<file path="config.mk">
export PLATFORM = sky130hd
export DESIGN_NAME = fmul_issue
export DESIGN_NICKNAME = d
export VERILOG_FILES = /design/src/rtl/fmul_issue.sv
export SDC_FILE = /design/constraint.sdc
export NUM_CORES = 1
export LEC_CHECK = 0
export ABC_AREA = 1
export BUFFER_PORTS_ARGS = -buffer_cell sky130_fd_sc_hd__buf_2
export CELL_PAD_IN_SITES_DETAIL_PLACEMENT = 1
export CELL_PAD_IN_SITES_GLOBAL_PLACEMENT = 1
export CORE_MARGIN = 4
export CORE_UTILIZATION = 44
export CTS_CLUSTER_DIAMETER = 30
export DETAILED_ROUTE_END_ITERATION = 12
export GPL_TIMING_DRIVEN = 0
export PLACE_DENSITY_LB_ADDON = 0.1
export SLEW_MARGIN = 30
export SYNTH_ARGS = -nofsm -noshare
export SYNTH_HDL_FRONTEND = slang
export SYNTH_SLANG_ARGS = --single-unit
</file>
<file path="constraint.sdc">
create_clock -name clk_i -period 3.3 [get_ports clk_i]
set_input_delay 0.165 -clock clk_i [delete_from_list [all_inputs] [get_ports clk_i]]
set_output_delay 0.165 -clock clk_i [all_outputs]
set_load 0.05 [all_outputs]
</file>
<file path="src/rtl/fmul_issue.sv">
// Issue/retire controller for a fixed-latency, non-stallable fmul pipeline.
// Tracks in-flight ops with a valid/tag shift chain and buffers results in a
// tagged first-word-fall-through FIFO whose slots are reserved at issue time.
module fmul_issue #(
    parameter int LAT   = 3,
    parameter int TAG_W = 5,
    parameter int DEPTH = 8
) (
    input  logic             clk_i,
    input  logic             rstn_i,
    input  logic             flush_i,
    input  logic             in_valid_i,
    output logic             in_ready_o,
    input  logic [31:0]      in_x1_i,
    input  logic [31:0]      in_x2_i,
    input  logic [TAG_W-1:0] in_tag_i,
    output logic [31:0]      mul_x1_o,
    output logic [31:0]      mul_x2_o,
    input  logic [31:0]      mul_y_i,
    output logic             out_valid_o,
    input  logic             out_ready_i,
    output logic [31:0]      out_y_o,
    output logic [TAG_W-1:0] out_tag_o,
    output logic             busy_o
);

    localparam int PW = $clog2(DEPTH);
    localparam int CW = PW + 1;
    localparam logic [CW:0]   DEPTH_SUM = (CW + 1)'(DEPTH);
    localparam logic [CW-1:0] DEPTH_CNT = CW'(DEPTH);

    logic [LAT-1:0]            vld_q, vld_d;
    logic [LAT-1:0][TAG_W-1:0] tag_q, tag_d;
    logic [PW-1:0]             wr_ptr_q, wr_ptr_d;
    logic [PW-1:0]             rd_ptr_q, rd_ptr_d;
    logic [CW-1:0]             count_q, count_d;
    logic [31:0]               y_mem_q [DEPTH];
    logic [TAG_W-1:0]          t_mem_q [DEPTH];

    logic          accept;
    logic          push;
    logic          pop;
    logic [CW-1:0] inflight;

    // Both ports transfer on a rising edge where valid & ready are high; valid
    // never waits on ready, and in_ready depends on registers only.
    assign accept = in_valid_i & in_ready_o;
    assign push   = vld_q[LAT-1];
    assign pop    = out_valid_o & out_ready_i;

    assign mul_x1_o = in_x1_i;
    assign mul_x2_o = in_x2_i;

    always_comb begin
        inflight = '0;
        for (int k = 0; k < LAT; k++) begin
            inflight = inflight + CW'(vld_q[k]);
        end
    end

    // Every in-flight op already owns a FIFO slot, so fmul never needs to stall.
    assign in_ready_o  = ({1'b0, inflight} + {1'b0, count_q}) < DEPTH_SUM;
    assign busy_o      = (inflight != '0) || (count_q != '0);
    assign out_valid_o = (count_q != '0);
    assign out_y_o     = out_valid_o ? y_mem_q[rd_ptr_q] : '0;
    assign out_tag_o   = out_valid_o ? t_mem_q[rd_ptr_q] : '0;

    always_comb begin
        vld_d    = vld_q;
        tag_d    = tag_q;
        wr_ptr_d = wr_ptr_q;
        rd_ptr_d = rd_ptr_q;
        count_d  = count_q;

        vld_d[0] = accept;
        tag_d[0] = in_tag_i;
        for (int k = 1; k < LAT; k++) begin
            vld_d[k] = vld_q[k-1];
            tag_d[k] = tag_q[k-1];
        end

        if (push) begin
            wr_ptr_d = wr_ptr_q + PW'(1);
        end
        if (pop) begin
            rd_ptr_d = rd_ptr_q + PW'(1);
        end
        count_d = count_q + CW'(push) - CW'(pop);

        // Dropping the valid bits is enough to discard results still inside fmul.
        if (flush_i) begin
            vld_d    = '0;
            wr_ptr_d = '0;
            rd_ptr_d = '0;
            count_d  = '0;
        end
    end

    always_ff @(posedge clk_i) begin
        if (!rstn_i) begin
            vld_q    <= '0;
            tag_q    <= '0;
            wr_ptr_q <= '0;
            rd_ptr_q <= '0;
            count_q  <= '0;
        end else begin
            vld_q    <= vld_d;
            tag_q    <= tag_d;
            wr_ptr_q <= wr_ptr_d;
            rd_ptr_q <= rd_ptr_d;
            count_q  <= count_d;
        end
    end

    always_ff @(posedge clk_i) begin
        if (rstn_i && !flush_i && push) begin
            y_mem_q[wr_ptr_q] <= mul_y_i;
            t_mem_q[wr_ptr_q] <= tag_q[LAT-1];
        end
    end

    always_ff @(posedge clk_i) begin
        if (rstn_i && !flush_i) begin
            assert (!(push && !pop && count_q == DEPTH_CNT));
        end
    end

endmodule
</file>
==> results by group, run 1 <==
Synth
  – Post-synth top cells: 405 x nand2_1, 332 x inv_1, 296 x edfxtp_1
  – Top-area cell type share of the netlist area: just over 60%
  – Yosys warnings: 0
  – Syn nets: about 1600
  – Async set-or-reset flop fraction in the synthesized netlist: 0%
  – Count leader, synth: nand2_1
  – Cell variety after synth: 20
  – Register area share after synthesis: roughly 65%
  – Cell Area, Synth: 14700 um2
  – Area contributors post-synth: edfxtp_1 61%, nand2_1 10%, inv_1 8.5%
  – Synthesized instance count: approximately 1500
  – Synth Flop Type: edfxtp_1
  – Avg Cell Area, Syn: 9.77 um2
  – Number of synthesized flops with an enable pin: 296
  – Leading area contributor after synthesis: edfxtp_1
  – Flops & latches, synth: ~330

Critical path
  – R2R setup slack: between 0.7 and 0.8 ns
  – CP startpoint: count_q[2]$_SDFF_PP0_
  – CP max-delay cell: clkbuf_1
  – Crit end category: primary output
  – Reg2reg path depth: 12
  – Worst Path Arrival: 2.64 ns
  – Worst Path Max Fanout: 10
  – Worst reg2reg path startpoint: count_q[2]$_SDFF_PP0_
  – CP max stage delay: between 0.5 and 0.6 ns
  – CP cell instances: inv_1, ha_1, nand3_1, clkbuf_1, nand2_1, nor2_1, buf_2
  – Setup CP Type: flop to primary output
  – CP Launch Type: flop
  – FF-to-FF End: count_q[2]$_SDFF_PP0_
  – Critical Path RT: 3.13 ns

Min path
  – Hold Crit Start: in_tag_i[2]
  – Hold Path Class: primary input to flop
  – Hold Path Depth: 4
  – Hold Path End: tag_d[7]$_SDFF_PN0_

Floorplanning
  – DIE AREA: between 30000 and 40000 um2
  – # IOs: between 200 and 250
  – Initial Utilization: around 45%
  – Cell Rows: between 60 and 70
  – Die Wd: 191 um
  – Die extent in y: roughly 190 um
  – Core area: 32700 um2

Layout
  – Share of cells above drive strength 1: a little over a fifth
  – Fill cells: ~3600
  – Final Non-Filler Cells: between 2000 and 2500
  – Final #Nets: 1900
  – Multi-input logic area: 3120 um2
  – Design area: between 15000 and 20000 um2
  – Area delta synth->final: 32.8%
  – Utilization after layout: about three fifths
  – Diode count: 0
  – FF+latch area: 9510 um2

Global routing
  – Overflow after GRT: 0
  – Initial antenna violation count: 0
  – Largest net degree at the start of global routing: 19
  – Global-route wire length before repair: about 67000 um
  – Number of global-route vias before repair: approximately 12000
  – GRT Util Overall: around 24%

Clock tree
  – Total CTS buffers: 75
  – Clock transition at path regs: ~0.050 ns
  – Maximum root-to-sink buffer count: 3
  – Clock root buffer: clkbuf_16
  – TritonCTS clock tree: done
  – Clk sink count: approximately 330
  – H-tree levels: 3
  – Clk Latency, worst-skew pair: 0.58 ns

STA
  – Worst hold slack: between 0.3 and 0.4 ns
  – Pins Over Slew Limit: 0
  – Setup-failing EPs final: 0
  – RSZ-0062 raised after global routing: false
  – Crit share post-route: ~85%
  – Final Skew: approximately 0.027 ns
  – Peak Freq: between 300 and 400 MHz
  – Least-Margin Pin Slew: around 0.73 ns
  – Hold Violations, Final: 0
  – Period minus WS final: 2.81 ns
  – Slew HR: between 50% and 60%
  – Post-route setup slack: 0.492 ns

Placed design
  – Number of I/O port buffers: 144
  – Placed Area: approximately 16000 um2
  – Cells after DPL: ~2100
  – Post-detail-place hpwl: around 27000 um
  – Pre-CTS setup slack: 0.711 ns
  – RD Place Congestion: between 0.7 and 0.8

Routing
  – Drt total wl: 43300 um
  – Antenna viol nets, final: 0
  – WL per Instance: ~19 um
  – # DRC: 0
  – Drt pass-1 iters: 5
  – Vias/cell: 4.84
  – Via Count: roughly 11000
  – Initial drt markers: 760

Run
  – Max cap viols: 0

Outcome
  – Outcome: complete, no violations

Power and ir drop
  – PD cells: between 700 and 800 nW/um2
  – Max VDD drop: about 0.0005 V
  – Static Leak: 8.97 nW
## layout by cell type, fill, tap and decap left out
cell           count
nand2_1          405
inv_1            332
edfxtp_1         296
nand3_1          192
buf_2            176
nor2_1            88
clkbuf_16         77
buf_4             66
dlygate4sd3_1     43
dfxtp_1           31
clkbuf_1          17
buf_16            16
clkinv_2          15
buf_6             14
bufinv_16         13
ha_1               9
nor2_4             8
clkinvlp_4         8
buf_1              6
a21oi_1            5
clkinv_4           5
clkinv_1           5
o21ai_0            4
fa_1               2
clkinv_8           2
inv_2              1
clkbuf_2           1
nor2_2             1
or3_1              1
xor2_1             1
inv_6              1
inv_16             1
## state kept, by name (all words and copies together), names as in the netlist, named ones only
register	count
count_q	4
t_mem_q	40
vld_q	3
tag_q	5
tag_d	10
rd_ptr_q	3
wr_ptr_q	3
y_mem_q	256
## how the worst max path moves through the flow
stage	endpoint	slack (ns)	cells after the start
floorplan	t_mem_q[1][0]$_DFFE_PP_	0.54	5
global placement	y_mem_q[2][17]$_DFFE_PP_	-1.42	5
detailed placement	y_mem_q[3][19]$_DFFE_PP_	0.71	7
CTS	out_y_o[24]	0.46	7
global route	out_y_o[28]	0.31	7
finish	out_y_o[28]	0.49	7
## area by class of cell
type,instances,area share [%]
Tap cell,442,2.84
Buffer,127,4.46
Clock buffer,86,10.1
Clock inverter,50,3.33
Timing Repair Buffer,203,8.16
Sequential cell,327,48.8
Multi-Input combinational cell,716,16.0
Inverter,333,6.41
## what timing repair did
action                                 in CTS  in global routing
setup buffers                               0                  0
hold buffers                               43                  0
endpoints found under the hold margin     275                  0
setup endpoints to repair                   0                  0
gates resized for setup                     0                  0
## power breakdown
group | total (W) | switching, W | internal [W] | leakage [nW]
logic | 0.00241 | 0.00181 | 0.000599 | 4.79
registers | 0.00456 | 0.0000203 | 0.00454 | 2.92
clock network | 0.00761 | 0.00234 | 0.00527 | 1.26
## per-layer routing
layer  vias to the layer above  share of wire (%)  routed length [um]  track usage (%)
met3                        77                5.7                2470             4.71
met4                         0                2.1                 899             7.18
li1                       5204                  -                   -                -
met2                       357                 52               22600             44.2
met1                      5414                 40               17400             28.5
met5                         -                  0                   0                0
## metrics by stage
stage / setup TNS (ns) / power (W)
final: 0 / 0.0146
after global routing: 0 / 0.0151
after CTS: 0 / 0.0147
after detailed placement: 0 / 0.00701
after global placement: -402.08 / 0.00697
after floorplan: 0 / 0.00629
## cell families (layout without fill, tap and decap cells)
logic type / Yosys count / in the layout / share of synthesized area [%]
flip-flops: 327 / 327 / 64.7
buffers and inverters: 460 / 799 / 14.4
XOR/XNOR: 1 / 1 / 0.0596
AND/OR/NAND/NOR: 695 / 695 / 19.4
AO/OA/AOI/OAI: 9 / 9 / 0.307
adder cells (fa/ha/maj): 11 / 11 / 1.04
## critical path: cells and delay by family (launching register included)
family                     cells  cell delay, ns
adders and majority gates      1            0.20
buffers and inverters          3            0.92
DFF                            1            0.34
and+or+nand+nor                3            0.61
No activity file was read; power rests on OpenSTA's default activity.
==> run 2, diff against run 1 <==
--- a/config.mk
+++ b/config.mk
@@ -10,7 +10,7 @@
 export CELL_PAD_IN_SITES_DETAIL_PLACEMENT = 1
 export CELL_PAD_IN_SITES_GLOBAL_PLACEMENT = 1
 export CORE_MARGIN = 4
-export CORE_UTILIZATION = 44
+export CORE_UTILIZATION = 27
 export CTS_CLUSTER_DIAMETER = 30
 export DETAILED_ROUTE_END_ITERATION = 12
 export GPL_TIMING_DRIVEN = 0
==> run 2 against run 1 <==
  * Count of clock-buffer cells in the layout grew 32
  * Sequential share of layout area shrank 2.1 points
  * Sequential power is essentially flat
  * Utilization shrank 22 points
  * Power grew 7.4%
  * Design area grew 4.5%
  * Wire length grew 3.1%
  * Sequential cell count is the same
  * Clock skew shrank 0.0065 ns
  * Setup slack lost 0.32 ns
  * Via count shrank 2.3%
  * Largest power group unchanged
==> results by group, run 2 (synthesis results as in run 1) <==
Power and ir drop
  – Pwr Total: 0.0157 W (+7.4%)
  – Static Leak: 9.29 nW (+3.5%)
  – Max VDD drop: 0.000364 V (-29%)
  – PD cells: 768 nW/um2 (+2.8%)

Layout
  – Final #Nets: 1927 (+1.4%)
  – Largest register FFs: 256 (unchanged)
  – Design area: 20400 um2 (+4.5%)
  – Share of cells above drive strength 1: 22.6% (+0.62 points)
  – Diode count: 0 (unchanged)
  – Area delta synth->final: 38.8%
  – Final Non-Filler Cells: 2585 (+13%)
  – Most frequent cells in the layout: 405 x nand2_1, 332 x inv_1, 296 x edfxtp_1
  – Most common cell after layout, fill and taps aside: nand2_1
  – Fill cells: 6022 (+67%)
  – Biggest register: y_mem_q

Critical path
  – Setup CP Type: flop to primary output
  – Critical Path RT: 3.13 ns (about the same)
  – Crit path max-delay family: buffers and inverters
  – CP max-delay cell: clkbuf_1
  – CP Launch Type: flop
  – Worst Path Max Fanout: 10 (unchanged)
  – CP cell instances: inv_1, ha_1, nand3_1, clkbuf_1, nand2_1, nor2_1, buf_2
  – CP max stage delay: 0.61 ns (+0.05 ns)
  – CP Buf/Inv Count: 3 (unchanged)
  – Worst Path Arrival: 2.96 ns (+0.32 ns)
  – Crit end category: primary output

Global routing
  – Initial antenna violation count: 0 (unchanged)
  – Global-route wire length before repair: 66900 um (+0.30%)
  – Largest net degree at the start of global routing: 17 (-2)
  – Overflow after GRT: 0 (unchanged)
  – GRT Util Overall: 15.3% (-8.7 points)
  – Number of global-route vias before repair: 11528 (-5.2%)

STA
  – Peak Freq: 320 MHz (-10%)
  – Post-route setup slack: 0.172 ns (-0.320 ns)
  – Hold Violations, Final: 0 (unchanged)
  – Slew HR: 45.1% (-6.1 points)
  – Setup-failing EPs final: 0 (unchanged)
  – RSZ-0062 raised after global routing: false
  – Crit share post-route: 94.8% (+9.7 points)
  – Least-Margin Pin Slew: 0.824 ns (+0.0912 ns)
  – Period minus WS final: 3.13 ns (+0.320 ns)
  – Pins Over Slew Limit: 0 (unchanged)
  – Final Skew: 0.0201 ns (-0.00649 ns)

Routing
  – Routed wl met2: 21800 um (-3.2%)
  – WL per Instance: 17.3 um (-8.9%)
  – DR top layer: met4
  – Drt total wl: 44600 um (+3.1%)
  – Drt pass-1 iters: 4 (-1)
  – Antenna viol nets, final: 0 (unchanged)
  – Initial drt markers: 440 (-42%)
  – WL met3: 2130 um (-14%)
  – Via Count: 10802 (-2.3%)
  – # DRC: 0 (unchanged)
  – Vias/cell: 4.18 (-14%)
  – Metal-1 WL: 19900 um (+15%)

Placed design
  – RD Place Congestion: 0.712 (-2.5%)
  – Number of I/O port buffers: 144 (unchanged)
  – Placed Area: 16800 um2 (+2.3%)
  – Post-detail-place hpwl: 29900 um (+9.4%)
  – Pre-CTS setup slack: 0.632 ns (-0.0793 ns)
  – Cells after DPL: 2363 (+12%)

Clock tree
  – Clk Latency, worst-skew pair: 0.61 ns (+0.03 ns)
  – Maximum root-to-sink buffer count: 3 (unchanged)
  – Total CTS buffers: 98 (+31%)
  – Setup Fix Bufs, Post-CTS: 0 (unchanged)
  – Clock transition at path regs: 0.04 ns (about the same)
  – Clk sink count: 327 (unchanged)
  – H-tree levels: 3 (unchanged)
  – Clock root buffer: clkbuf_16
  – TritonCTS clock tree: done
  – Post-cts sizing count: 0 (unchanged)

Floorplanning
  – Die extent in y: 241 um (+26%)
  – DIE AREA: 58200 um2 (+60%)
  – Initial Utilization: 27.3% (-18 points)
  – Cell Rows: 85 (+29%)
  – # IOs: 210 (unchanged)
  – Die Wd: 241 um (+26%)
  – Core area: 53800 um2 (+65%)

Outcome
  – Outcome: complete, no violations

Min path
  – Hold Path Class: primary input to flop

Run
  – Max cap viols: 0 (unchanged)
## run 2: changes by cell type in the layout (fill, tap and decap cells not counted)
cell	before	now
clkbuf_1	17	21
inv_16	1	0
clkbuf_8	0	4
clkinv_2	15	22
clkinv_4	5	0
inv_6	1	4
clkinvlp_4	8	0
clkinv_1	5	26
clkbuf_16	77	101
buf_8	0	4
bufinv_16	13	7
## run 2: worst reg2reg max path, stage by stage, from the launching register on
cell and delay [ns]:
dfxtp_1 0.32, inv_1 0.10, ha_1 0.17, nand3_1 0.33, nand2_1 0.23, inv_1 0.11, ha_1 0.28, inv_1 0.06
ha_1 0.16, inv_1 0.06, fa_1 0.37, xor2_1 0.17, nor2_1 0.05
## run 2: per-layer routing
metal	vias up	track usage, %
met5	-	0
met4	0	5.13
met3	55	3.21
met2	244	26.3
met1	5224	19.3
li1	5279	-
## run 2: worst paths after layout
check,start,end,slack (ns),cells after the start
max,count_q[2]$_SDFF_PP0_,out_tag_o[1],0.17,7
max reg2reg,count_q[2]$_SDFF_PP0_,count_q[2]$_SDFF_PP0_,0.77,12
min reg2reg,tag_d[9]$_SDFF_PN0_,tag_d[14]$_SDFF_PN0_,0.41,2
min,in_tag_i[3],tag_d[8]$_SDFF_PN0_,0.27,4
## run 2: repair_timing
item                                   4_1_cts  5_1_grt
endpoints found under the hold margin      276        0
setup endpoints to repair                    0        0
hold buffers                                43        0
## run 2: power breakdown
part,internal [W],switching [W]
clock,0.00609,0.00257
combinational,0.000597,0.00184
sequential,0.00455,0.0000189
## run 2: final cells by class
class | instances | area [um2] | share of cell area [%]
Clock inverter | 61 | 485 | 2.38
Buffer | 127 | 871 | 4.27
Multi-Input combinational cell | 716 | 3120 | 15.3
Clock buffer | 118 | 2630 | 12.9
Sequential cell | 327 | 9510 | 46.6
Inverter | 333 | 1250 | 6.13
Timing Repair Buffer | 207 | 1650 | 8.10
Tap cell | 696 | 871 | 4.27
## run 2: per-stage QoR
stage	util, %	hold WS (ns)	setup TNS (ns)
floorplan	-	0.263	0
global placement	30.3	0.346	-502.98
detailed placement	31.3	0.353	0
CTS	37.9	0.223	0
global route	37.9	0.292	0
finish	37.9	0.271	0
==> run 3, diff against run 2 <==
==> constraint.sdc (replaced) <==
create_clock -name clk_i -period 3.3 [get_ports clk_i]
set_input_delay 0.495 -clock clk_i [delete_from_list [all_inputs] [get_ports clk_i]]
set_output_delay 0.495 -clock clk_i [all_outputs]
set_load 0.05 [all_outputs]
==> run 3 against run 2 <==
  * Clock skew shrank 0.0020 ns
  * Setup slack got worse by 0.011 ns
  * Wire length is 0.50% lower
  * Largest power group unchanged
  * Critical path type unchanged
  * Cell count down 1.6%
  * Utilization is 0.78 points lower
  * First-iteration DRC count grew 0.23%
  * Critical endpoint unchanged
==> results by group, run 3 (synthesis results as in run 1) <==
Critical path
  – Worst Path Max Fanout: 10 (unchanged)
  – Critical Path RT: 2.80 ns (-0.33 ns)
  – Crit path max-delay family: buffers and inverters
  – CP Launch Type: flop
  – CP cell instances: buf_2, buf_1, nor2_1, nor2_1, buf_2
  – CP max-delay cell: buf_1
  – Setup CP Type: flop to primary output
  – Crit end category: primary output
  – CP max stage delay: 0.64 ns (+0.03 ns)
  – CP Buf/Inv Count: 3 (unchanged)
  – Worst Path Arrival: 2.64 ns (-0.32 ns)

Clock tree
  – Clock transition at path regs: 0.04 ns (about the same)
  – # hold bufs at CTS: 0 (-100%)
  – H-tree levels: 3 (unchanged)
  – Clk Latency, worst-skew pair: 0.61 ns (about the same)
  – TritonCTS clock tree: done
  – Total CTS buffers: 98 (unchanged)
  – Clk sink count: 327 (unchanged)
  – Clock root buffer: clkbuf_16
  – Maximum root-to-sink buffer count: 3 (unchanged)

Floorplanning
  – Initial Utilization: 27.3% (unchanged)
  – Core area: 53800 um2 (unchanged)
  – Die Wd: 241 um (unchanged)
  – Cell Rows: 85 (unchanged)
  – # IOs: 210 (unchanged)
  – DIE AREA: 58200 um2 (unchanged)
  – Die extent in y: 241 um (unchanged)

Global routing
  – Initial antenna violation count: 0 (unchanged)
  – Number of global-route vias before repair: 11330 (-1.7%)
  – Largest net degree at the start of global routing: 17 (unchanged)
  – GRT Util Overall: 15.2% (-0.13 points)
  – Overflow after GRT: 0 (unchanged)
  – Global-route wire length before repair: 66100 um (-1.2%)

Routing
  – Vias/cell: 4.18 (about the same)
  – DR top layer: met4
  – WL per Instance: 17.5 um (+1.1%)
  – Metal-1 WL: 19700 um (-1.2%)
  – Routed wl met2: 21600 um (-1.0%)
  – WL met3: 2330 um (+9.4%)
  – Via Count: 10627 (-1.6%)
  – Drt total wl: 44400 um (-0.50%)
  – Initial drt markers: 441 (+0.23%)
  – Drt pass-1 iters: 4 (unchanged)
  – # DRC: 0 (unchanged)
  – Antenna viol nets, final: 0 (unchanged)

Power and ir drop
  – Max VDD drop: 0.000368 V (+1.2%)
  – Static Leak: 9.12 nW (-1.8%)
  – PD cells: 783 nW/um2 (+1.9%)

Layout
  – FF+latch area: 9510 um2 (unchanged)
  – Final #Nets: 1884 (-2.2%)
  – Fill cells: 6035 (+0.22%)
  – Multi-input logic area: 3120 um2 (unchanged)
  – Biggest register: y_mem_q
  – Largest register FFs: 256 (unchanged)
  – Most frequent cells in the layout: 405 x nand2_1, 332 x inv_1, 296 x edfxtp_1
  – Area delta synth->final: 35.9%
  – Share of cells above drive strength 1: 23.2% (+0.63 points)
  – Most common cell after layout, fill and taps aside: nand2_1
  – Final Non-Filler Cells: 2543 (-1.6%)

STA
  – Setup total negative slack: 0 ns (unchanged)
  – Peak Freq: 319 MHz (-0.36%)
  – Hold Violations, Final: 0 (unchanged)
  – Crit share post-route: 95.1% (+0.34 points)
  – Pins Over Slew Limit: 0 (unchanged)
  – Setup-failing EPs final: 0 (unchanged)
  – Slew HR: 46.0% (+0.99 points)
  – Least-Margin Pin Slew: 0.809 ns (-0.0149 ns)
  – Period minus WS final: 3.14 ns (+0.0113 ns)
  – Final Skew: 0.0181 ns (-0.00204 ns)
  – RSZ-0062 raised after global routing: false

Run
  – Max cap viols: 0 (unchanged)

Placed design
  – Number of I/O port buffers: 144 (unchanged)
  – Cells after DPL: 2363 (unchanged)
  – Post-detail-place hpwl: 29900 um (unchanged)
  – RD Place Congestion: 0.712 (unchanged)

Outcome
  – Outcome: complete, no violations

Min path
  – Hold Path Class: primary input to flop
-- run 3: cell count changes in the layout (fill, tap and decap cells not counted), sizes merged --
| cell | delta |
|---|---|
| dlygate4sd3 | -43 |
| diode | +1 |
-- run 3: worst reg2reg max path: stages, from the launching register on --
cell	delay, ns
dfxtp_1	0.32
inv_1	0.11
ha_1	0.17
nand3_1	0.33
nand2_1	0.23
inv_1	0.11
ha_1	0.28
inv_1	0.05
ha_1	0.17
inv_1	0.06
fa_1	0.37
xor2_1	0.17
nor2_1	0.05
-- run 3: per-layer routing --
layer	vias up	GRT usage [%]
li1	5193	-
met4	0	5.08
met2	254	26.1
met5	-	0
met1	5118	19.0
met3	62	3.37
-- run 3: timing repair --
| item | 4_1_cts | 5_1_grt |
|---|---|---|
| setup endpoints to repair | 18 | 3 |
| cloned | 0 | 0 |
| setup buffers | 0 | 0 |
| resized for setup | 2 | 4 |
-- run 3: worst paths after layout --
path / start / end / slack [ns] / cells after the start
setup / recovery: flop / out_tag_o[1] / 0.16 / 5
hold / removal: in_tag_i[2] / tag_d[7]$_SDFF_PN0_ / 0.06 / 3
setup reg to reg: count_q[2]$_SDFF_PP0_ / count_q[2]$_SDFF_PP0_ / 0.77 / 12
hold reg to reg: tag_d[9]$_SDFF_PN0_ / tag_d[14]$_SDFF_PN0_ / 0.41 / 2
-- run 3: final cells by class --
type                       instances  area share [%]
multi-input combinational        716            15.6
inverter                         333            6.26
clock buffer                     118            13.2
clock inverter                    61            2.43
antenna                            1          0.0125
tap                              696            4.36
buffer                           127            4.40
sequential                       327            47.6
timing repair buffer             164            6.12
-- run 3: report_power, final --
part | internal [W] | switching [W] | total [W] | leakage (nW)
logic | 0.000576 | 0.00183 | 0.00241 | 4.65
clock network | 0.00609 | 0.00258 | 0.00867 | 1.55
registers | 0.00455 | 0.0000190 | 0.00457 | 2.92
total | 0.0112 | 0.00443 | 0.0156 | 9.12
-- run 3: metrics by stage --
| step | setup slack, ns | hold WS [ns] | utilization, % | power [W] | instance area (um2) |
|---|---|---|---|---|---|
| 2_1_floorplan | 0.205 | 0.390 | - | 0.00629 | 14700 |
| 5_1_grt | 0.000915 | 0.0523 | 37.1 | 0.0163 | 20000 |
| 6_report | 0.161 | 0.0623 | 37.1 | 0.0156 | 20000 |
| 3_3_place_gp | -2.27 | 0.396 | 30.3 | 0.00709 | 16300 |
| 3_5_place_dp | 0.302 | 0.400 | 31.3 | 0.00710 | 16800 |
| 4_1_cts | 0.0521 | 0.0204 | 37.1 | 0.0159 | 20000 |
